==> src/rtl/div_16_if.sv <==
// Request/result bundle for the 16-bit divider: operands and start go in,
// registered results, status flags and the done/busy handshake come out.
interface div_16_if;
    logic        start;
    logic        op_sel;
    logic [15:0] A;
    logic [15:0] B;
    logic [15:0] quo;
    logic [15:0] rem;
    logic        busy;
    logic        done;
    logic        dz;
    logic        v;
    logic        n;
    logic        z;

    modport master (
        output start, op_sel, A, B,
        input  quo, rem, busy, done, dz, v, n, z
    );

    modport slave (
        input  start, op_sel, A, B,
        output quo, rem, busy, done, dz, v, n, z
    );
endinterface

==> src/rtl/div_16.sv <==
// 16-bit restoring divider, unsigned or signed (truncating toward zero),
// one quotient bit per cycle; divide-by-zero short-circuits straight to DONE.
module div_16 (
    input  logic     clk,
    input  logic     rst,
    div_16_if.slave  bus
);
    typedef enum logic [1:0] {IDLE, CALC, FIX, DONE} state_t;

    state_t      state_q, state_d;
    logic        op_q, op_d;
    logic        qneg_q, qneg_d;
    logic        rneg_q, rneg_d;
    logic        ovf_q, ovf_d;
    logic [3:0]  cnt_q, cnt_d;
    logic [16:0] pr_q, pr_d;
    logic [15:0] dvd_q, dvd_d;
    logic [15:0] dvs_q, dvs_d;
    logic [15:0] quo_q, quo_d;
    logic [15:0] rem_q, rem_d;
    logic        dz_q, dz_d;
    logic        v_q, v_d;

    logic [17:0] trial;
    logic [15:0] a_mag;
    logic [15:0] b_mag;

    // Shift the next dividend bit into the partial remainder and try subtracting.
    assign trial = {pr_q, dvd_q[15]} - {2'b00, dvs_q};
    assign a_mag = (bus.op_sel && bus.A[15]) ? (16'd0 - bus.A) : bus.A;
    assign b_mag = (bus.op_sel && bus.B[15]) ? (16'd0 - bus.B) : bus.B;

    always_comb begin
        state_d = state_q;
        op_d    = op_q;
        qneg_d  = qneg_q;
        rneg_d  = rneg_q;
        ovf_d   = ovf_q;
        cnt_d   = cnt_q;
        pr_d    = pr_q;
        dvd_d   = dvd_q;
        dvs_d   = dvs_q;
        quo_d   = quo_q;
        rem_d   = rem_q;
        dz_d    = dz_q;
        v_d     = v_q;

        case (state_q)
            IDLE, DONE: begin
                if (bus.start) begin
                    op_d   = bus.op_sel;
                    qneg_d = bus.A[15] ^ bus.B[15];
                    rneg_d = bus.A[15];
                    ovf_d  = bus.op_sel && (bus.A == 16'h8000) && (bus.B == 16'hFFFF);
                    dvd_d  = a_mag;
                    dvs_d  = b_mag;
                    pr_d   = 17'd0;
                    cnt_d  = 4'd0;
                    if (bus.B == 16'd0) begin
                        quo_d   = 16'hFFFF;
                        rem_d   = bus.A;
                        dz_d    = 1'b1;
                        v_d     = 1'b0;
                        state_d = DONE;
                    end else begin
                        state_d = CALC;
                    end
                end else begin
                    state_d = IDLE;
                end
            end
            CALC: begin
                pr_d  = trial[17] ? {pr_q[15:0], dvd_q[15]} : trial[16:0];
                dvd_d = {dvd_q[14:0], ~trial[17]};
                cnt_d = cnt_q + 4'd1;
                if (cnt_q == 4'd15) begin
                    state_d = FIX;
                end
            end
            FIX: begin
                // Overflow case needs no special result: |0x8000|/1 negated twice is 0x8000.
                quo_d   = (op_q && qneg_q) ? (16'd0 - dvd_q) : dvd_q;
                rem_d   = (op_q && rneg_q) ? (16'd0 - pr_q[15:0]) : pr_q[15:0];
                dz_d    = 1'b0;
                v_d     = ovf_q;
                state_d = DONE;
            end
            default: state_d = IDLE;
        endcase
    end

    always_ff @(posedge clk) begin
        if (rst) begin
            state_q <= IDLE;
            op_q    <= 1'b0;
            qneg_q  <= 1'b0;
            rneg_q  <= 1'b0;
            ovf_q   <= 1'b0;
            cnt_q   <= 4'd0;
            pr_q    <= 17'd0;
            dvd_q   <= 16'd0;
            dvs_q   <= 16'd0;
            quo_q   <= 16'd0;
            rem_q   <= 16'd0;
            dz_q    <= 1'b0;
            v_q     <= 1'b0;
        end else begin
            state_q <= state_d;
            op_q    <= op_d;
            qneg_q  <= qneg_d;
            rneg_q  <= rneg_d;
            ovf_q   <= ovf_d;
            cnt_q   <= cnt_d;
            pr_q    <= pr_d;
            dvd_q   <= dvd_d;
            dvs_q   <= dvs_d;
            quo_q   <= quo_d;
            rem_q   <= rem_d;
            dz_q    <= dz_d;
            v_q     <= v_d;
        end
    end

    assign bus.quo  = quo_q;
    assign bus.rem  = rem_q;
    assign bus.dz   = dz_q;
    assign bus.v    = v_q;
    assign bus.n    = quo_q[15];
    assign bus.z    = (quo_q == 16'd0);
    assign bus.busy = (state_q == CALC) || (state_q == FIX);
    assign bus.done = (state_q == DONE);
endmodule
==> src/flat_wrapper.sv <==
// flat-port wrapper written by rule: the top's interface ports become plain ports
module div_16_flat 
  (clk, rst, bus_start, bus_op_sel, bus_A, bus_B, bus_quo, bus_rem, bus_busy, bus_done, bus_dz, bus_v, bus_n, bus_z);
  div_16_if bus_i ();
  input  logic clk;
  input  logic rst;
  input wire logic [$bits(bus_i.start)-1:0] bus_start;
  input wire logic [$bits(bus_i.op_sel)-1:0] bus_op_sel;
  input wire logic [$bits(bus_i.A)-1:0] bus_A;
  input wire logic [$bits(bus_i.B)-1:0] bus_B;
  output wire logic [$bits(bus_i.quo)-1:0] bus_quo;
  output wire logic [$bits(bus_i.rem)-1:0] bus_rem;
  output wire logic [$bits(bus_i.busy)-1:0] bus_busy;
  output wire logic [$bits(bus_i.done)-1:0] bus_done;
  output wire logic [$bits(bus_i.dz)-1:0] bus_dz;
  output wire logic [$bits(bus_i.v)-1:0] bus_v;
  output wire logic [$bits(bus_i.n)-1:0] bus_n;
  output wire logic [$bits(bus_i.z)-1:0] bus_z;
  assign bus_i.start = bus_start;
  assign bus_i.op_sel = bus_op_sel;
  assign bus_i.A = bus_A;
  assign bus_i.B = bus_B;
  assign bus_quo = bus_i.quo;
  assign bus_rem = bus_i.rem;
  assign bus_busy = bus_i.busy;
  assign bus_done = bus_i.done;
  assign bus_dz = bus_i.dz;
  assign bus_v = bus_i.v;
  assign bus_n = bus_i.n;
  assign bus_z = bus_i.z;
  div_16 u_core (.clk(clk), .rst(rst), .bus(bus_i));
endmodule
==> config.mk <==
export PLATFORM = sky130hd
export DESIGN_NAME = div_16_flat
export DESIGN_NICKNAME = d
export VERILOG_FILES = /design/src/rtl/div_16_if.sv /design/src/rtl/div_16.sv /design/src/flat_wrapper.sv
export SDC_FILE = /design/constraint.sdc
export NUM_CORES = 1
export LEC_CHECK = 0
export CORE_AREA = 2 2 140 114
export CTS_BUF_LIST = sky130_fd_sc_hd__clkbuf_4 sky130_fd_sc_hd__clkbuf_8
export CTS_CLUSTER_DIAMETER = 30
export DETAILED_ROUTE_END_ITERATION = 10
export DIE_AREA = 0 0 142 116
export GPL_ROUTABILITY_DRIVEN = 0
export PLACE_DENSITY = 0.61
export SETUP_SLACK_MARGIN = 0.1
export SYNTH_ARGS = -nofsm -noshare
export SYNTH_HDL_FRONTEND = slang
export SYNTH_SLANG_ARGS = --single-unit
==> constraint.sdc <==
create_clock -name clk -period 3.6 [get_ports clk]
set_clock_uncertainty 0.1 [all_clocks]
set_input_delay 1.08 -clock clk [delete_from_list [all_inputs] [get_ports clk]]
set_output_delay 1.08 -clock clk [all_outputs]
set_load 0.005 [all_outputs]
# [After elaboration in Yosys (flattened, before gate mapping)]
# Index checks and enable logic that the tools add are counted.
[word_totals] register_bits=93 inputBits=36 out_inout_bits=38 wordCells=73
[op_classes] addsub=6 eq_ne=9 muxes=27 n_bitwise=2 reduce_logical=16
[ops] op="2-to-1 mux 16 bit" n=9
[ops] op="one-hot mux 16 bit (2 select lines)" n=3
[ops] op="subtractor 1 x 16 -> 16 bit, first input constant" n=4
[ops] op="2-to-1 mux 17 bit" n=2
[ops] op="one-hot mux 17 bit (2 select lines)" n=1
[ops] op="== test 16 bit, second input constant" n=2
[ops] op="logical NOT 16 bit" n=2
[ops] op="subtractor 18 x 16 -> 18 bit" n=1
[ops] op="one-hot mux 4 bit (2 select lines)" n=1
[ops] op="logical AND 1 bit" n=6
[ops] op="2-to-1 mux 2 bit" n=3
[ops] op="one-hot mux 2 bit (3 select lines)" n=1
[ops] op="adder 4 x 1 -> 4 bit, second input constant" n=1
[ops] op="== test 2 bit, second input constant" n=2
[ops] op="== test 4 bit, second input constant" n=1
[ops] op="2-to-1 mux 1 bit" n=4
[ops] op="2-to-1 mux 4 bit" n=1
[ops] op="inequality test 2 x 1 -> 1 bit, second input constant" n=2
[ops] op="one-hot mux 1 bit (2 select lines)" n=2
[ops] op="AND reduction 2 bit" n=2
[ops] op="nonzero test 2 bit" n=2
[ops] op="AND reduction 3 bit" n=1
[ops] op="== test 2 x 1 -> 1 bit, second input constant" n=1
[ops] op="logical NOT 2 bit" n=1
[ops] op="other kinds (5)" n=5

# [Longest topological paths before layout]
# Gate-level depths: netlist (run 1).
[logic_depth] ltp_word=4 depth_mapped=13 mapped_depth_nobuf=11

# [Worst setup path after synthesis (run 1)]
# Ideal clock, no wire load.
[synth_timing] path_kind="in2reg" from="in bus_B[12]" to="reg u_core.rem_q[11] (netlist: u_core.bus.rem[11])" setup_ns=0.065 t_arrival_ns=2.877 required_time_ns=3.435 setup_slack_ns=0.558 cell_stages=8 path_buffers=1 path_cell_list="nor2_1 -> or4b_2 -> o41ai_4 -> o21ai_1 -> clkbuf_1 -> a211oi_1 -> a21oi_1 -> nor2_1"
[synth_between] elab_chain_len=3
[synth_rtl] element="start: declaration" line="flat_wrapper.sv:10" text="input wire logic [$bits(bus_i.B)-1:0] bus_B;"
[synth_rtl] element="logical NOT 16 bit" line="div_16.sv:59" text="if (bus.B == 16'd0) begin"
[synth_rtl] element="inequality test 2 x 1 -> 1 bit (no line)"
[synth_rtl] element="AND reduction 3 bit (no line)"
[synth_rtl] element="end signal: assignment" line="div_16.sv:118" text="rem_q <= rem_d;"
[synth_rtl] element="end: declaration" line="div_16.sv:20" text="logic [15:0] rem_q, rem_d;"
# Every way passes these cells.
# A chain may end at the register's enable or synchronous reset.

# [Worst setup path in the final report (run 1)]
[layout_timing] from="reg u_core.state_q[0]" to="out bus_busy"
[layout_between] elab_chain_len=2 elab_cells_between_ends=3 classes_between="eq/ne (2); reduce/logical (1)"
[layout_rtl] element="start: declaration" line="div_16.sv:10" text="state_t state_q, state_d;"
[layout_rtl] element="start signal: assignment" line="div_16.sv:108" text="state_q <= state_d;"
[layout_rtl] element="== test 2 x 1 -> 1 bit or == test 2 bit (tied branches)" line="div_16.sv:130" text="assign bus.busy = (state_q == CALC) || (state_q == FIX);"
[layout_rtl] element="logical OR 1 bit (*)" line="div_16.sv:130"
[layout_rtl] element="end: declaration" line="flat_wrapper.sv:13" text="output wire logic [$bits(bus_i.busy)-1:0] bus_busy;"
# Mark *: on every way between the ends. The rest lies on a longest branch, timed or not.

==> results of run 1 <==
-- worst max-delay path, cell delays in order, from the launching register on --
cell,delay (ns)
sky130_fd_sc_hd__dfxtp_1,0.39
sky130_fd_sc_hd__inv_1,0.06
sky130_fd_sc_hd__ha_1,0.44
sky130_fd_sc_hd__inv_1,0.20
sky130_fd_sc_hd__clkdlybuf4s50_1,0.53
-- path summary, 6_finish.rpt --
| path | to | start | slack, ns | depth (start not counted) |
|---|---|---|---|---|
| setup / recovery | bus_busy | u_core.state_q[0]$_SDFFE_PP0P_ | 0.41 | 4 |
| hold reg to reg | u_core.dvs_q[9]$_SDFFE_PP0P_ | u_core.dvs_q[9]$_SDFFE_PP0P_ | 0.36 | 2 |
| setup reg to reg | u_core.pr_q[1]$_SDFFE_PP0P_ | u_core.pr_q[7]$_SDFFE_PP0P_ | 0.74 | 8 |
| hold / removal | u_core.dvs_q[9]$_SDFFE_PP0P_ | u_core.dvs_q[9]$_SDFFE_PP0P_ | 0.36 | 2 |
-- registers in the layout, summed over array words and instances (netlist names) --
name,cells
u_core.dvs_q,16
u_core.pr_q,17
u_core.ovf_q,1
u_core.state_q,2
u_core.bus.rem,16
u_core.dvd_q,16
u_core.bus.dz,1
u_core.bus.v,1
u_core.op_q,1
u_core.bus.quo,16
u_core.cnt_q,4
u_core.qneg_q,1
u_core.rneg_q,1
-- per-layer routing --
layer	track usage, %	up-vias	routed length [um]
met4	4.47	0	160
met3	5.33	14	880
met1	32.9	2740	9250
met5	0	-	0
li1	-	2970	-
met2	30.1	140	6890
-- layout by cell type (no fill, tap or decap), types with 5 or more instances in the layout --
cell / instances
sky130_fd_sc_hd__a21oi_1: 76
sky130_fd_sc_hd__mux2i_1: 6
sky130_fd_sc_hd__o21ai_0: 22
sky130_fd_sc_hd__a211oi_1: 29
sky130_fd_sc_hd__nor4_1: 11
sky130_fd_sc_hd__xnor2_1: 38
sky130_fd_sc_hd__a221o_1: 8
sky130_fd_sc_hd__or3_1: 6
sky130_fd_sc_hd__a21o_1: 6
sky130_fd_sc_hd__nand2_1: 100
sky130_fd_sc_hd__dfxtp_1: 93
sky130_fd_sc_hd__nor2_1: 114
sky130_fd_sc_hd__clkdlybuf4s50_1: 72
sky130_fd_sc_hd__clkbuf_8: 9
sky130_fd_sc_hd__inv_1: 36
sky130_fd_sc_hd__o22ai_1: 12
sky130_fd_sc_hd__nand3_1: 17
sky130_fd_sc_hd__xor2_1: 28
sky130_fd_sc_hd__a31oi_1: 10
sky130_fd_sc_hd__and3_1: 8
sky130_fd_sc_hd__o41ai_1: 5
sky130_fd_sc_hd__buf_4: 27
sky130_fd_sc_hd__o211ai_1: 18
sky130_fd_sc_hd__nor3_1: 20
sky130_fd_sc_hd__and2_1: 5
sky130_fd_sc_hd__nand4_1: 13
sky130_fd_sc_hd__ha_1: 25
-- layout make-up --
type,instances,area [um^2]
Clock buffer,10,131
Sequential cell,93,1860
Multi-Input combinational cell,621,3740
Tap cell,189,236
Timing Repair Buffer,102,968
Inverter,37,139
Fill cell,1499,7800
Clock inverter,6,86.3
-- power by group through the flow --
stage                     logic, W  clock network (W)  registers (W)
after floorplan            0.00198                  0        0.00156
after CTS                  0.00293           0.000823        0.00161
after detailed placement   0.00292                  0        0.00163
final                      0.00296           0.000804        0.00161
after global routing       0.00330           0.000858        0.00165
after global placement     0.00291                  0        0.00163
-- kinds of logic after synthesis --
family,after synthesis,synth area share [%]
compound gates,214,23.4
xor+xnor,66,9.74
fa+ha+maj,26,5.61
buf+inv,83,5.75
flops,93,31.4
mux,6,1.01
simple gates,309,23.1
-- metrics by stage --
step,cell area [um^2],setup slack [ns]
6_report,7170,0.408
5_1_grt,7170,0.230
4_1_cts,7170,0.384
3_5_place_dp,6950,0.0155
3_3_place_gp,6950,0.0404
2_1_floorplan,5940,0.558
==> flow_summary.html, run 1 <==
<table>
<tr><th>Metric</th><th>Value</th></tr>
<tr><th colspan="2">Outcome</th></tr>
<tr><td>Outcome</td><td>finished, final reports clean</td></tr>
<tr><th colspan="2">Timing</th></tr>
<tr><td>Period utilization</td><td>between 80% and 90%</td></tr>
<tr><td>Final Hold Viols</td><td>0</td></tr>
<tr><td>Hold Slack</td><td>0.357 ns</td></tr>
<tr><td>Sum of negative setup slack</td><td>0 ns</td></tr>
<tr><td>Final-report max-slew violation count</td><td>0</td></tr>
<tr><td>Worst max-slew margin expressed relative to the limit</td><td>21.7%</td></tr>
<tr><td>RSZ-0062 raised after global routing</td><td>false</td></tr>
<tr><td>Peak clock frequency supported by timing</td><td>0.313 GHz</td></tr>
<tr><td>Final min period</td><td>3.19 ns</td></tr>
<tr><td>Setup Viol. Count Final</td><td>0</td></tr>
<tr><td>Slew @ Worst Pin</td><td>1.17 ns</td></tr>
<tr><th colspan="2">Pwr</th></tr>
<tr><td>Reported leakage power</td><td>between 2 and 3 nW</td></tr>
<tr><td>Switching share of total power</td><td>43.7%</td></tr>
<tr><td>Relative contribution of sequential cells to total power</td><td>30.0%</td></tr>
<tr><td>Fraction of power consumed by the clock network</td><td>15.0%</td></tr>
<tr><td>Power per Cell Area</td><td>~750 nW/um^2</td></tr>
<tr><td>Cell Int Power</td><td>0.00302 W</td></tr>
<tr><td>Net Switching</td><td>0.00235 W</td></tr>
<tr><td>Logic gate share of total power</td><td>55.1%</td></tr>
<tr><td>VDD IR max</td><td>456 uV</td></tr>
<tr><td>Post-layout total power</td><td>0.00537 W</td></tr>
<tr><th colspan="2">Layout</th></tr>
<tr><td>Layout Utilization</td><td>47.9%</td></tr>
<tr><td>Layout overhead on the synthesized area</td><td>20.7%</td></tr>
<tr><td>Fraction of final layout cells with drive strength greater than 1</td><td>between 6 and 7%</td></tr>
<tr><td>Final standard cell count with taps included and fillers excluded</td><td>between 1000 and 1500</td></tr>
<tr><td>Fin nets</td><td>926</td></tr>
<tr><td>Diodes inserted</td><td>0</td></tr>
<tr><th colspan="2">Die</th></tr>
<tr><td>Vertical extent of the die</td><td>approximately 120 um</td></tr>
<tr><td>Effective utilization at floorplan</td><td>39.7%</td></tr>
<tr><td>Floorplan row count</td><td>40</td></tr>
<tr><td>Floorplan die area</td><td>16500 um^2</td></tr>
<tr><td>Top-level I/O count</td><td>74</td></tr>
<tr><td>Core Footprint</td><td>15000 um^2</td></tr>
<tr><td>Horizontal extent of the die</td><td>142 um</td></tr>
<tr><th colspan="2">Detailed routing</th></tr>
<tr><td>Vias per cell</td><td>5.54</td></tr>
<tr><td>Via count</td><td>5864</td></tr>
<tr><td>1st-pass router iterations</td><td>5</td></tr>
<tr><td>Final WL</td><td>around 17000 um</td></tr>
<tr><td>Remaining routing DRC violations</td><td>0</td></tr>
<tr><td>Routed WL per cell</td><td>16.2 um</td></tr>
<tr><td>Initial DRC count</td><td>roughly 450</td></tr>
<tr><td>Number of nets still failing antenna checks after routing</td><td>0</td></tr>
<tr><th colspan="2">Yosys</th></tr>
<tr><td>Most common cell in the synthesized netlist</td><td>sky130_fd_sc_hd__nor2_1</td></tr>
<tr><td>Sequential cell area fraction in the yosys report</td><td>a little under a third</td></tr>
<tr><td>Dominant synthesized flop cell</td><td>sky130_fd_sc_hd__dfxtp_1</td></tr>
<tr><td>Count of distinct cell types in the synthesized netlist</td><td>54</td></tr>
<tr><td>Cell type with the largest total area after synthesis</td><td>sky130_fd_sc_hd__dfxtp_1</td></tr>
<tr><td>Count of synthesis-stage warnings from yosys</td><td>0</td></tr>
<tr><td>Net count of the mapped netlist</td><td>859</td></tr>
<tr><td>Register bit count reported by yosys</td><td>93</td></tr>
<tr><td>Syn Std Cell Area</td><td>5940 um^2</td></tr>
<tr><td>Number of enable-type register cells in the synthesized netlist</td><td>0</td></tr>
<tr><td>Top cells by area, synth</td><td>sky130_fd_sc_hd__dfxtp_1 (31%), sky130_fd_sc_hd__nor2_1 (7.3%), sky130_fd_sc_hd__a21oi_1 (6.4%)</td></tr>
<tr><td>Share of flip-flops with an asynchronous set or reset after synthesis</td><td>0%</td></tr>
<tr><td>Area share of the leading cell type in the synthesized netlist</td><td>approximately a third</td></tr>
<tr><td>Number of standard cells after synthesis</td><td>797</td></tr>
<tr><td>Top cell types by occurrence after synthesis</td><td>sky130_fd_sc_hd__nor2_1 (115), sky130_fd_sc_hd__nand2_1 (100), sky130_fd_sc_hd__dfxtp_1 (93)</td></tr>
<tr><td>Mapped Avg Cell Area</td><td>7.45 um^2</td></tr>
<tr><th colspan="2">Worst setup path</th></tr>
<tr><td>Type of element capturing the critical path</td><td>output port</td></tr>
<tr><td>Worst Path Arrival</td><td>2.01 ns</td></tr>
<tr><td>Launching element type of the critical path</td><td>flop</td></tr>
<tr><td>Data required time at the worst endpoint</td><td>2.42 ns</td></tr>
<tr><td>Crit Path Class</td><td>flop to output port</td></tr>
<tr><td>Largest fanout on the critical path</td><td>8</td></tr>
<tr><th colspan="2">Clocking</th></tr>
<tr><td>Clock-pin slew of the registers on the worst-case setup and hold paths</td><td>0.10 ns</td></tr>
<tr><td>Number of sinks handled by clock tree synthesis</td><td>93</td></tr>
<tr><td>Clock tree buffer depth</td><td>2</td></tr>
<tr><td>Clock tree root buffer cell</td><td>sky130_fd_sc_hd__clkbuf_8</td></tr>
<tr><td>Number of buffers inserted during clock tree synthesis</td><td>9</td></tr>
<tr><td>Clock insertion delay at the later pin of the skew report</td><td>0.39 ns</td></tr>
<tr><td>Clock tree from TritonCTS</td><td>built</td></tr>
<tr><td>H-tree lvl count</td><td>3</td></tr>
<tr><td>PostCTS Resize Cnt</td><td>0</td></tr>
<tr><td>Setup Fix Bufs, Post-CTS</td><td>0</td></tr>
<tr><td>Count of hold-fix buffers inserted at cts</td><td>0</td></tr>
<tr><th colspan="2">Hold path</th></tr>
<tr><td>Class of the most critical hold timing path</td><td>flop to flop</td></tr>
<tr><th colspan="2">Global routing</th></tr>
<tr><td>Total global routing overflow</td><td>0</td></tr>
<tr><td>Number of global-route vias before repair</td><td>5375</td></tr>
<tr><td>First-pass GRT wire length</td><td>28100 um</td></tr>
<tr><td>Initial antenna violation count</td><td>0</td></tr>
<tr><td>Global-route total usage across every layer</td><td>21.5%</td></tr>
<tr><td>Maximum number of pins on one net before global-route repair</td><td>between 50 and 60</td></tr>
<tr><th colspan="2">Placed design</th></tr>
<tr><td>Number of cells after detailed placement</td><td>around 1000</td></tr>
<tr><td>Number of buffers inserted by port buffering</td><td>73</td></tr>
<tr><td>Half-perimeter wire length of the detailed placement result</td><td>12900 um</td></tr>
<tr><th colspan="2">Job</th></tr>
<tr><td>Count of maximum capacitance violations</td><td>0</td></tr>
</table>
No activity file was read; power rests on OpenSTA's default activity.
==> inputs of run 2 (changes only) <==
--- a/config.mk
+++ b/config.mk
@@ -5,14 +5,15 @@
 export SDC_FILE = /design/constraint.sdc
 export NUM_CORES = 1
 export LEC_CHECK = 0
-export CORE_AREA = 2 2 140 114
+export ABC_AREA = 1
+export CORE_AREA = 2 2 144 118
 export CTS_BUF_LIST = sky130_fd_sc_hd__clkbuf_4 sky130_fd_sc_hd__clkbuf_8
 export CTS_CLUSTER_DIAMETER = 30
 export DETAILED_ROUTE_END_ITERATION = 10
-export DIE_AREA = 0 0 142 116
+export DIE_AREA = 0 0 146 120
 export GPL_ROUTABILITY_DRIVEN = 0
-export PLACE_DENSITY = 0.61
-export SETUP_SLACK_MARGIN = 0.1
+export PLACE_DENSITY = 0.6
+export SETUP_SLACK_MARGIN = 0.2
 export SYNTH_ARGS = -nofsm -noshare
 export SYNTH_HDL_FRONTEND = slang
 export SYNTH_SLANG_ARGS = --single-unit
==> run 2 against run 1 <==
Against the previous run:
- utilization down 1.8 points
- sequential share of layout area down 1.0 points
- die area up 6.4%
- count of clock-buffer cells in the layout unchanged
- critical endpoint is now bus_z
- largest cell class unchanged
==> flow_summary.html, run 2 <==
<table>
<tr><th>Metric</th><th>Value</th></tr>
<tr><th colspan="2">Outcome</th></tr>
<tr><td>Outcome</td><td>finished, final reports clean</td></tr>
<tr><th colspan="2">Yosys</th></tr>
<tr><td>Area fraction in and, or, nand and nor cells after synthesis</td><td>30.9% (+7.8 points)</td></tr>
<tr><td>Count of distinct cell types in the synthesized netlist</td><td>44 (-19%)</td></tr>
<tr><td>Top cells by area, synth</td><td>sky130_fd_sc_hd__dfxtp_1 (30%), sky130_fd_sc_hd__nand2_1 (14%), sky130_fd_sc_hd__a21oi_1 (7.5%)</td></tr>
<tr><td>Count of synthesis-stage warnings from yosys</td><td>0 (unchanged)</td></tr>
<tr><td>Compound-gate portion of the synthesized area</td><td>20.1% (-3.3 points)</td></tr>
<tr><td>Adder-cell area share of the yosys netlist</td><td>5.28% (-0.33 points)</td></tr>
<tr><td>Cell type with the largest total area after synthesis</td><td>sky130_fd_sc_hd__dfxtp_1</td></tr>
<tr><td>Mapped Avg Cell Area</td><td>6.40 um^2 (-14%)</td></tr>
<tr><td>Syn Std Cell Area</td><td>6300 um^2 (+6.2%)</td></tr>
<tr><td>Largest family of logic cells by synthesized area</td><td>simple AND/OR/NAND/NOR gates</td></tr>
<tr><td>Number of standard cells after synthesis</td><td>985 (+24%)</td></tr>
<tr><td>Most common cell in the synthesized netlist</td><td>sky130_fd_sc_hd__nand2_1</td></tr>
<tr><td>Number of enable-type register cells in the synthesized netlist</td><td>0 (unchanged)</td></tr>
<tr><td>Net count of the mapped netlist</td><td>1047 (+22%)</td></tr>
<tr><td>Sequential cell area fraction in the yosys report</td><td>29.5% (-1.8 points)</td></tr>
<tr><td>Mux cell area share after synthesis</td><td>0% (-1.0 points)</td></tr>
<tr><td>Dominant synthesized flop cell</td><td>sky130_fd_sc_hd__dfxtp_1</td></tr>
<tr><td>Share of flip-flops with an asynchronous set or reset after synthesis</td><td>0% (unchanged)</td></tr>
<tr><td>Area share of the leading cell type in the synthesized netlist</td><td>29.5% (-1.8 points)</td></tr>
<tr><td>Parity-gate share of the synthesized area counting xor and xnor cells</td><td>4.31% (-5.4 points)</td></tr>
<tr><td>Top cell types by occurrence after synthesis</td><td>sky130_fd_sc_hd__nand2_1 (227), sky130_fd_sc_hd__inv_1 (111), sky130_fd_sc_hd__a21oi_1 (94)</td></tr>
<tr><td>Register bit count reported by yosys</td><td>93 (unchanged)</td></tr>
<tr><th colspan="2">Hold path</th></tr>
<tr><td>Number of cells traversed by the worst hold path</td><td>2 (unchanged)</td></tr>
<tr><td>Hold_sp</td><td>u_core.bus.dz$_SDFFE_PP0P_</td></tr>
<tr><td>Class of the most critical hold timing path</td><td>flop to flop</td></tr>
<tr><th colspan="2">Global routing</th></tr>
<tr><td>Number of global-route vias before repair</td><td>5965 (+11%)</td></tr>
<tr><td>First-pass GRT wire length</td><td>31600 um (+13%)</td></tr>
<tr><td>Maximum number of pins on one net before global-route repair</td><td>45 (-20%)</td></tr>
<tr><td>Total global routing overflow</td><td>0 (unchanged)</td></tr>
<tr><td>Initial antenna violation count</td><td>0 (unchanged)</td></tr>
<tr><td>Global-route total usage across every layer</td><td>22.6% (+1.1 points)</td></tr>
<tr><th colspan="2">Worst setup path</th></tr>
<tr><td>Worst reg2reg startpoint</td><td>u_core.pr_q[6]$_SDFFE_PP0P_</td></tr>
<tr><td>Largest stage delay, worst path</td><td>0.51 ns (-0.02 ns)</td></tr>
<tr><td>Setup crit start</td><td>u_core.bus.quo[11]$_SDFFE_PP0P_</td></tr>
<tr><td>Chain of cells forming the critical path</td><td>nor4_1 &gt; nand2_1 &gt; nor2_1 &gt; clkdlybuf4s50_1</td></tr>
<tr><td>Launching element type of the critical path</td><td>flop</td></tr>
<tr><td>Max stage delay cell, worst path</td><td>sky130_fd_sc_hd__clkdlybuf4s50_1</td></tr>
<tr><td>Minimum setup slack among reg-to-reg paths</td><td>0.93 ns (+0.19 ns)</td></tr>
<tr><td>Stages on worst setup path</td><td>4 (unchanged)</td></tr>
<tr><td>Worst Path Arrival</td><td>1.86 ns (-0.15 ns)</td></tr>
<tr><td>R2R cell count</td><td>11 (+3)</td></tr>
<tr><td>Data required time at the worst endpoint</td><td>2.42 ns (about the same)</td></tr>
<tr><td>Endpoint of the most critical register-to-register path</td><td>u_core.pr_q[13]$_SDFFE_PP0P_</td></tr>
<tr><td>Type of element capturing the critical path</td><td>output port</td></tr>
<tr><td>Cell family with most CP delay</td><td>simple AND/OR/NAND/NOR gates</td></tr>
<tr><td>Capturing instance or port of the critical path</td><td>bus_z</td></tr>
<tr><td>Crit Path Class</td><td>flop to output port</td></tr>
<tr><td>Largest fanout on the critical path</td><td>3 (-5)</td></tr>
<tr><td>Number of buffers and inverters on the critical path</td><td>1 (-2)</td></tr>
<tr><th colspan="2">Layout</th></tr>
<tr><td>Layout Utilization</td><td>46.1% (-1.8 points)</td></tr>
<tr><td>Diodes inserted</td><td>0 (unchanged)</td></tr>
<tr><td>Layout overhead on the synthesized area</td><td>18.3%</td></tr>
<tr><td>Max reg flops</td><td>17 (unchanged)</td></tr>
<tr><td>Fin nets</td><td>1109 (+20%)</td></tr>
<tr><td>Commonest cells after routing, fill and taps aside</td><td>sky130_fd_sc_hd__nand2_1 (227), sky130_fd_sc_hd__inv_1 (111), sky130_fd_sc_hd__a21oi_1 (94), sky130_fd_sc_hd__dfxtp_1 (93)</td></tr>
<tr><td>Fraction of final layout cells with drive strength greater than 1</td><td>5.42% (-0.91 points)</td></tr>
<tr><td>Most common library cell in the layout ignoring fill and taps</td><td>sky130_fd_sc_hd__nand2_1</td></tr>
<tr><td>Final instance area</td><td>7460 um^2 (+4.0%)</td></tr>
<tr><td>Register with the highest flop count</td><td>u_core.pr_q</td></tr>
<tr><td>Number of filler instances in the final layout</td><td>1774 (+18%)</td></tr>
<tr><td>Final standard cell count with taps included and fillers excluded</td><td>1272 (+20%)</td></tr>
<tr><th colspan="2">Die</th></tr>
<tr><td>Core Footprint</td><td>16200 um^2 (+8.2%)</td></tr>
<tr><td>Vertical extent of the die</td><td>120 um (+3.4%)</td></tr>
<tr><td>Effective utilization at floorplan</td><td>39.0% (-0.72 points)</td></tr>
<tr><td>Top-level I/O count</td><td>74 (unchanged)</td></tr>
<tr><td>Floorplan die area</td><td>17500 um^2 (+6.4%)</td></tr>
<tr><td>Horizontal extent of the die</td><td>146 um (+2.8%)</td></tr>
<tr><td>Floorplan row count</td><td>42 (+5.0%)</td></tr>
<tr><th colspan="2">Pwr</th></tr>
<tr><td>Power per Cell Area</td><td>639 nW/um^2 (-15%)</td></tr>
<tr><td>Relative contribution of sequential cells to total power</td><td>32.1% (+2.1 points)</td></tr>
<tr><td>Switching share of total power</td><td>46.7% (+3.0 points)</td></tr>
<tr><td>Logic gate share of total power</td><td>53.5% (-1.6 points)</td></tr>
<tr><td>Cell Int Power</td><td>0.00254 W (-16%)</td></tr>
<tr><td>Net Switching</td><td>0.00223 W (-5.2%)</td></tr>
<tr><td>Reported leakage power</td><td>3.23 nW (+19%)</td></tr>
<tr><td>VDD IR max</td><td>513 uV (+13%)</td></tr>
<tr><td>Fraction of power consumed by the clock network</td><td>14.4% (-0.6 points)</td></tr>
<tr><th colspan="2">Clocking</th></tr>
<tr><td>Clock tree root buffer cell</td><td>sky130_fd_sc_hd__clkbuf_8</td></tr>
<tr><td>Clock tree from TritonCTS</td><td>built</td></tr>
<tr><td>Clock insertion delay at the later pin of the skew report</td><td>0.39 ns (about the same)</td></tr>
<tr><td>H-tree lvl count</td><td>3 (unchanged)</td></tr>
<tr><td>Count of hold-fix buffers inserted at cts</td><td>0 (unchanged)</td></tr>
<tr><td>Setup Fix Bufs, Post-CTS</td><td>0 (unchanged)</td></tr>
<tr><td>Number of sinks handled by clock tree synthesis</td><td>93 (unchanged)</td></tr>
<tr><td>PostCTS Resize Cnt</td><td>0 (unchanged)</td></tr>
<tr><td>Clock tree buffer depth</td><td>2 (unchanged)</td></tr>
<tr><td>Number of buffers inserted during clock tree synthesis</td><td>9 (unchanged)</td></tr>
<tr><td>Clock-pin slew of the registers on the worst-case setup and hold paths</td><td>0.10 ns (about the same)</td></tr>
<tr><th colspan="2">Timing</th></tr>
<tr><td>Peak clock frequency supported by timing</td><td>0.329 GHz (+4.9%)</td></tr>
<tr><td>Final-report max-slew violation count</td><td>0 (unchanged)</td></tr>
<tr><td>Period utilization</td><td>84.5% (-4.1 points)</td></tr>
<tr><td>Setup Viol. Count Final</td><td>0 (unchanged)</td></tr>
<tr><td>Hold Slack</td><td>0.387 ns (+0.0305 ns)</td></tr>
<tr><td>Worst max-slew margin expressed relative to the limit</td><td>60.6% (+39 points)</td></tr>
<tr><td>Final Hold Viols</td><td>0 (unchanged)</td></tr>
<tr><td>Final min period</td><td>3.04 ns (-0.149 ns)</td></tr>
<tr><td>RSZ-0062 raised after global routing</td><td>false</td></tr>
<tr><td>Sum of negative setup slack</td><td>0 ns (unchanged)</td></tr>
<tr><td>Slew @ Worst Pin</td><td>0.590 ns (-0.580 ns)</td></tr>
<tr><th colspan="2">Job</th></tr>
<tr><td>Count of maximum capacitance violations</td><td>0 (unchanged)</td></tr>
<tr><th colspan="2">Detailed routing</th></tr>
<tr><td>Vias per cell</td><td>5.14 (-7.3%)</td></tr>
<tr><td>Final WL</td><td>19200 um (+12%)</td></tr>
<tr><td>1st-pass router iterations</td><td>6 (+1)</td></tr>
<tr><td>Initial DRC count</td><td>564 (+24%)</td></tr>
<tr><td>Routed WL per cell</td><td>15.1 um (-6.8%)</td></tr>
<tr><td>Remaining routing DRC violations</td><td>0 (unchanged)</td></tr>
<tr><td>Number of nets still failing antenna checks after routing</td><td>0 (unchanged)</td></tr>
<tr><td>Via count</td><td>6533 (+11%)</td></tr>
<tr><th colspan="2">Placed design</th></tr>
<tr><td>Number of cells after detailed placement</td><td>1256 (+21%)</td></tr>
<tr><td>Number of buffers inserted by port buffering</td><td>73 (unchanged)</td></tr>
<tr><td>Post-DP Area</td><td>7280 um^2 (+4.7%)</td></tr>
<tr><td>Half-perimeter wire length of the detailed placement result</td><td>14800 um (+15%)</td></tr>
</table>
[run 2: power groups by stage]
stage	Sequential, W	Clock, W	Combinational, W
after floorplan	0.00149	0	0.00169
after global placement	0.00155	0	0.00251
after detailed placement	0.00155	0	0.00251
after CTS	0.00153	0.000699	0.00253
after global routing	0.00157	0.000740	0.00288
final	0.00153	0.000686	0.00255
[run 2: worst min-delay path by stage]
stage,slack (ns),end
detailed placement,0.37,u_core.bus.dz$_SDFFE_PP0P_
CTS,0.39,u_core.bus.dz$_SDFFE_PP0P_
global route,0.42,u_core.bus.dz$_SDFFE_PP0P_
global placement,0.36,u_core.rneg_q$_SDFFE_PP0P_
finish,0.39,u_core.bus.dz$_SDFFE_PP0P_
floorplan,0.34,u_core.bus.v$_SDFFE_PP0P_
[run 2: kinds of logic (layout without fill, tap and decap cells)]
family,Yosys count,in the layout
and+or+nand+nor,449,449
AOI/OAI and AO/OA,232,232
buffers and inverters,154,221
DFF,93,93
xor gates and xnor gates,31,31
adders and majority gates,26,26
[run 2: layer usage]
layer	track usage [%]	up-vias	share of wire, %
met4	5.40	0	1.3
met2	30.5	174	39
met3	4.33	19	6.3
met5	0	-	0
met1	35.9	2940	54
li1	-	3400	-
[run 2: tightest hold or removal path, delay by kind of cell, from the launching register on]
| family | cells | cell delay [ns] |
|---|---|---|
| AO/OA/AOI/OAI | 1 | 0.05 |
| AND/OR/NAND/NOR | 1 | 0.06 |
| flip-flops | 1 | 0.33 |
[run 2: layout make-up]
type,count,area (um^2),share of cell area (%)
multi-input combinational,738,3820,51.2
timing repair buffer,89,888,11.9
clock inverter,6,47.5,0.638
inverter,116,435,5.84
clock buffer,10,131,1.76
tap,220,275,3.69
sequential,93,1860,25.0
[run 2: stage by stage]
| step | setup WS [ns] | power (W) |
|---|---|---|
| 2_1_floorplan | 1.07 | 0.00318 |
| 3_3_place_gp | 0.332 | 0.00405 |
| 3_5_place_dp | 0.326 | 0.00406 |
| 4_1_cts | 0.542 | 0.00475 |
| 5_1_grt | 0.363 | 0.00519 |
| 6_report | 0.556 | 0.00477 |
==> inputs of run 3 (changes only) <==
==> constraint.sdc (replaced) <==
create_clock -name clk -period 3 [get_ports clk]
set_clock_uncertainty 0.1 [all_clocks]
set_input_delay 0.9 -clock clk [delete_from_list [all_inputs] [get_ports clk]]
set_output_delay 0.9 -clock clk [all_outputs]
set_load 0.005 [all_outputs]
==> run 3 against run 2 <==
Against the previous run:
- worst hold slack improved by 0.00078 ns
- first-iteration DRC count rose by 8.2%
- global-route usage fell by 0.22 points
- critical path depth did not move
- register-to-register slack got worse by 0.31 ns
- critical path type unchanged
- total power rose by 24%
==> flow_summary.html, run 3 (synthesis gave the netlist of run 2 again) <==
<table>
<tr><th>Metric</th><th>Value</th></tr>
<tr><th colspan="2">Outcome</th></tr>
<tr><td>Outcome</td><td>finished, final reports clean</td></tr>
<tr><th colspan="2">Placed design</th></tr>
<tr><td>Number of buffers inserted by port buffering</td><td>73 (unchanged)</td></tr>
<tr><td>Half-perimeter wire length of the detailed placement result</td><td>15100 um (+2.2%)</td></tr>
<tr><td>Post-DP Area</td><td>7400 um^2 (+1.7%)</td></tr>
<tr><th colspan="2">Die</th></tr>
<tr><td>Effective utilization at floorplan</td><td>39.0% (unchanged)</td></tr>
<tr><td>Top-level I/O count</td><td>74 (unchanged)</td></tr>
<tr><td>Floorplan row count</td><td>42 (unchanged)</td></tr>
<tr><td>Floorplan die area</td><td>17500 um^2 (unchanged)</td></tr>
<tr><td>Vertical extent of the die</td><td>120 um (unchanged)</td></tr>
<tr><td>Horizontal extent of the die</td><td>146 um (unchanged)</td></tr>
<tr><td>Core Footprint</td><td>16200 um^2 (unchanged)</td></tr>
<tr><th colspan="2">Clocking</th></tr>
<tr><td>Number of sinks handled by clock tree synthesis</td><td>93 (unchanged)</td></tr>
<tr><td>H-tree lvl count</td><td>3 (unchanged)</td></tr>
<tr><td>Clock tree root buffer cell</td><td>sky130_fd_sc_hd__clkbuf_8</td></tr>
<tr><td>Clock tree buffer depth</td><td>2 (unchanged)</td></tr>
<tr><td>Clock insertion delay at the later pin of the skew report</td><td>0.38 ns (about the same)</td></tr>
<tr><td>Number of buffers inserted during clock tree synthesis</td><td>9 (unchanged)</td></tr>
<tr><td>Clock tree from TritonCTS</td><td>built</td></tr>
<tr><td>Clock-pin slew of the registers on the worst-case setup and hold paths</td><td>0.10 ns (about the same)</td></tr>
<tr><th colspan="2">Worst setup path</th></tr>
<tr><td>Type of element capturing the critical path</td><td>output port</td></tr>
<tr><td>Launching element type of the critical path</td><td>flop</td></tr>
<tr><td>Worst Path Arrival</td><td>1.73 ns (-0.13 ns)</td></tr>
<tr><td>Crit Path Class</td><td>flop to output port</td></tr>
<tr><td>Largest fanout on the critical path</td><td>4 (+1)</td></tr>
<tr><td>Data required time at the worst endpoint</td><td>2.00 ns (-0.42 ns)</td></tr>
<tr><th colspan="2">Timing</th></tr>
<tr><td>Setup Viol. Count Final</td><td>0 (unchanged)</td></tr>
<tr><td>Final Hold Viols</td><td>0 (unchanged)</td></tr>
<tr><td>Period utilization</td><td>91.0%</td></tr>
<tr><td>Worst max-slew margin expressed relative to the limit</td><td>62.4% (+1.8 points)</td></tr>
<tr><td>Slew @ Worst Pin</td><td>0.564 ns (-0.0264 ns)</td></tr>
<tr><td>Sum of negative setup slack</td><td>0 ns (unchanged)</td></tr>
<tr><td>Final min period</td><td>2.73 ns</td></tr>
<tr><td>Final-report max-slew violation count</td><td>0 (unchanged)</td></tr>
<tr><td>RSZ-0062 raised after global routing</td><td>true</td></tr>
<tr><td>Peak clock frequency supported by timing</td><td>0.366 GHz</td></tr>
<tr><th colspan="2">Global routing</th></tr>
<tr><td>Global-route total usage across every layer</td><td>22.3% (-0.22 points)</td></tr>
<tr><td>Maximum number of pins on one net before global-route repair</td><td>63 (+40%)</td></tr>
<tr><td>Number of global-route vias before repair</td><td>5982 (+0.28%)</td></tr>
<tr><td>Initial antenna violation count</td><td>0 (unchanged)</td></tr>
<tr><td>First-pass GRT wire length</td><td>31600 um (-0.17%)</td></tr>
<tr><td>Total global routing overflow</td><td>0 (unchanged)</td></tr>
<tr><th colspan="2">Detailed routing</th></tr>
<tr><td>Remaining routing DRC violations</td><td>0 (unchanged)</td></tr>
<tr><td>Final WL</td><td>19400 um (+0.80%)</td></tr>
<tr><td>Vias per cell</td><td>5.21 (+1.4%)</td></tr>
<tr><td>1st-pass router iterations</td><td>8 (+2)</td></tr>
<tr><td>Routed WL per cell</td><td>15.0 um (-0.53%)</td></tr>
<tr><td>Initial DRC count</td><td>610 (+8.2%)</td></tr>
<tr><td>Number of nets still failing antenna checks after routing</td><td>0 (unchanged)</td></tr>
<tr><td>Via count</td><td>6710 (+2.7%)</td></tr>
<tr><th colspan="2">Layout</th></tr>
<tr><td>Fraction of final layout cells with drive strength greater than 1</td><td>7.76% (+2.3 points)</td></tr>
<tr><td>Fin nets</td><td>1126 (+1.5%)</td></tr>
<tr><td>Layout Utilization</td><td>47.4% (+1.4 points)</td></tr>
<tr><td>Final instance area</td><td>7680 um^2 (+3.0%)</td></tr>
<tr><td>Layout overhead on the synthesized area</td><td>21.8%</td></tr>
<tr><td>Max reg flops</td><td>17 (unchanged)</td></tr>
<tr><td>Diodes inserted</td><td>0 (unchanged)</td></tr>
<tr><td>Most common library cell in the layout ignoring fill and taps</td><td>sky130_fd_sc_hd__nand2_1</td></tr>
<tr><td>Commonest cells after routing, fill and taps aside</td><td>sky130_fd_sc_hd__nand2_1 (227), sky130_fd_sc_hd__inv_1 (110), sky130_fd_sc_hd__a21oi_1 (94), sky130_fd_sc_hd__dfxtp_1 (90)</td></tr>
<tr><td>Register with the highest flop count</td><td>u_core.pr_q</td></tr>
<tr><th colspan="2">Pwr</th></tr>
<tr><td>VDD IR max</td><td>478 uV (-6.8%)</td></tr>
<tr><td>Post-layout total power</td><td>0.00592 W (+24%)</td></tr>
<tr><td>Power per Cell Area</td><td>771 nW/um^2 (+21%)</td></tr>
<tr><td>Reported leakage power</td><td>3.35 nW (+3.6%)</td></tr>
<tr><th colspan="2">Job</th></tr>
<tr><td>Count of maximum capacitance violations</td><td>0 (unchanged)</td></tr>
<tr><th colspan="2">Hold path</th></tr>
<tr><td>Class of the most critical hold timing path</td><td>flop to flop</td></tr>
</table>
## run 3: area by class of cell
| cell class | instances | area (um^2) |
|---|---|---|
| Clock buffer | 10 | 138 |
| Fill cell | 1708 | 8510 |
| Tap cell | 220 | 275 |
| Multi-Input combinational cell | 738 | 3870 |
| Clock inverter | 6 | 76.3 |
| Timing Repair Buffer | 106 | 1020 |
| Inverter | 116 | 435 |
| Sequential cell | 93 | 1870 |
## run 3: where the power goes
| group | total (W) | internal [W] | switching, W |
|---|---|---|---|
| Clock | 0.000922 | 0.000425 | 0.000497 |
| Combinational | 0.00314 | 0.00125 | 0.00189 |
| Sequential | 0.00186 | 0.00156 | 0.000294 |
| Total | 0.00592 | 0.00323 | 0.00268 |
## run 3: repair_timing
action                     in CTS  in global routing
pin swaps                       0                  4
setup endpoints to repair       2                  5
setup buffers                   0                  1
hold buffers                    0                  0
gates resized for setup         4                  8
cloned                          0                  0
## run 3: worst paths after layout
path | start | end | slack (ns) | cells after the start
min reg2reg | u_core.bus.dz$_SDFFE_PP0P_ | u_core.bus.dz$_SDFFE_PP0P_ | 0.39 | 2
max | u_core.bus.quo[15]$_SDFFE_PP0P_ | bus_z | 0.27 | 4
max reg2reg | u_core.dvd_q[15]$_SDFFE_PP0P_ | u_core.pr_q[14]$_SDFFE_PP0P_ | 0.62 | 16
min | u_core.bus.dz$_SDFFE_PP0P_ | u_core.bus.dz$_SDFFE_PP0P_ | 0.39 | 2
## run 3: routing by layer
layer  routed length (um)  track usage (%)  part of all wire [%]  up-vias
met2                 7520             30.5                    39      215
met3                 1310             3.73                   6.7       11
met4                  184             4.49                  0.95        0
met5                    0                0                     0        -
li1                     -                -                     -     3437
met1                10400             36.0                    54     3047
## run 3: stage by stage
stage / hold slack [ns] / std cells / setup slack (ns)
finish: 0.388 / 1289 / 0.270
global route: 0.414 / 1289 / 0.181
CTS: 0.385 / 1288 / 0.188
detailed placement: 0.369 / 1272 / 0.00451
global placement: 0.364 / 1272 / 0.0405
floorplan: 0.345 / 985 / 0.651
## run 3: worst max-delay path: stages (launching register included)
cell	delay, ns
sky130_fd_sc_hd__dfxtp_2	0.37
sky130_fd_sc_hd__nor4_4	0.30
sky130_fd_sc_hd__nand2_1	0.08
sky130_fd_sc_hd__nor2_1	0.10
sky130_fd_sc_hd__clkdlybuf4s50_1	0.50
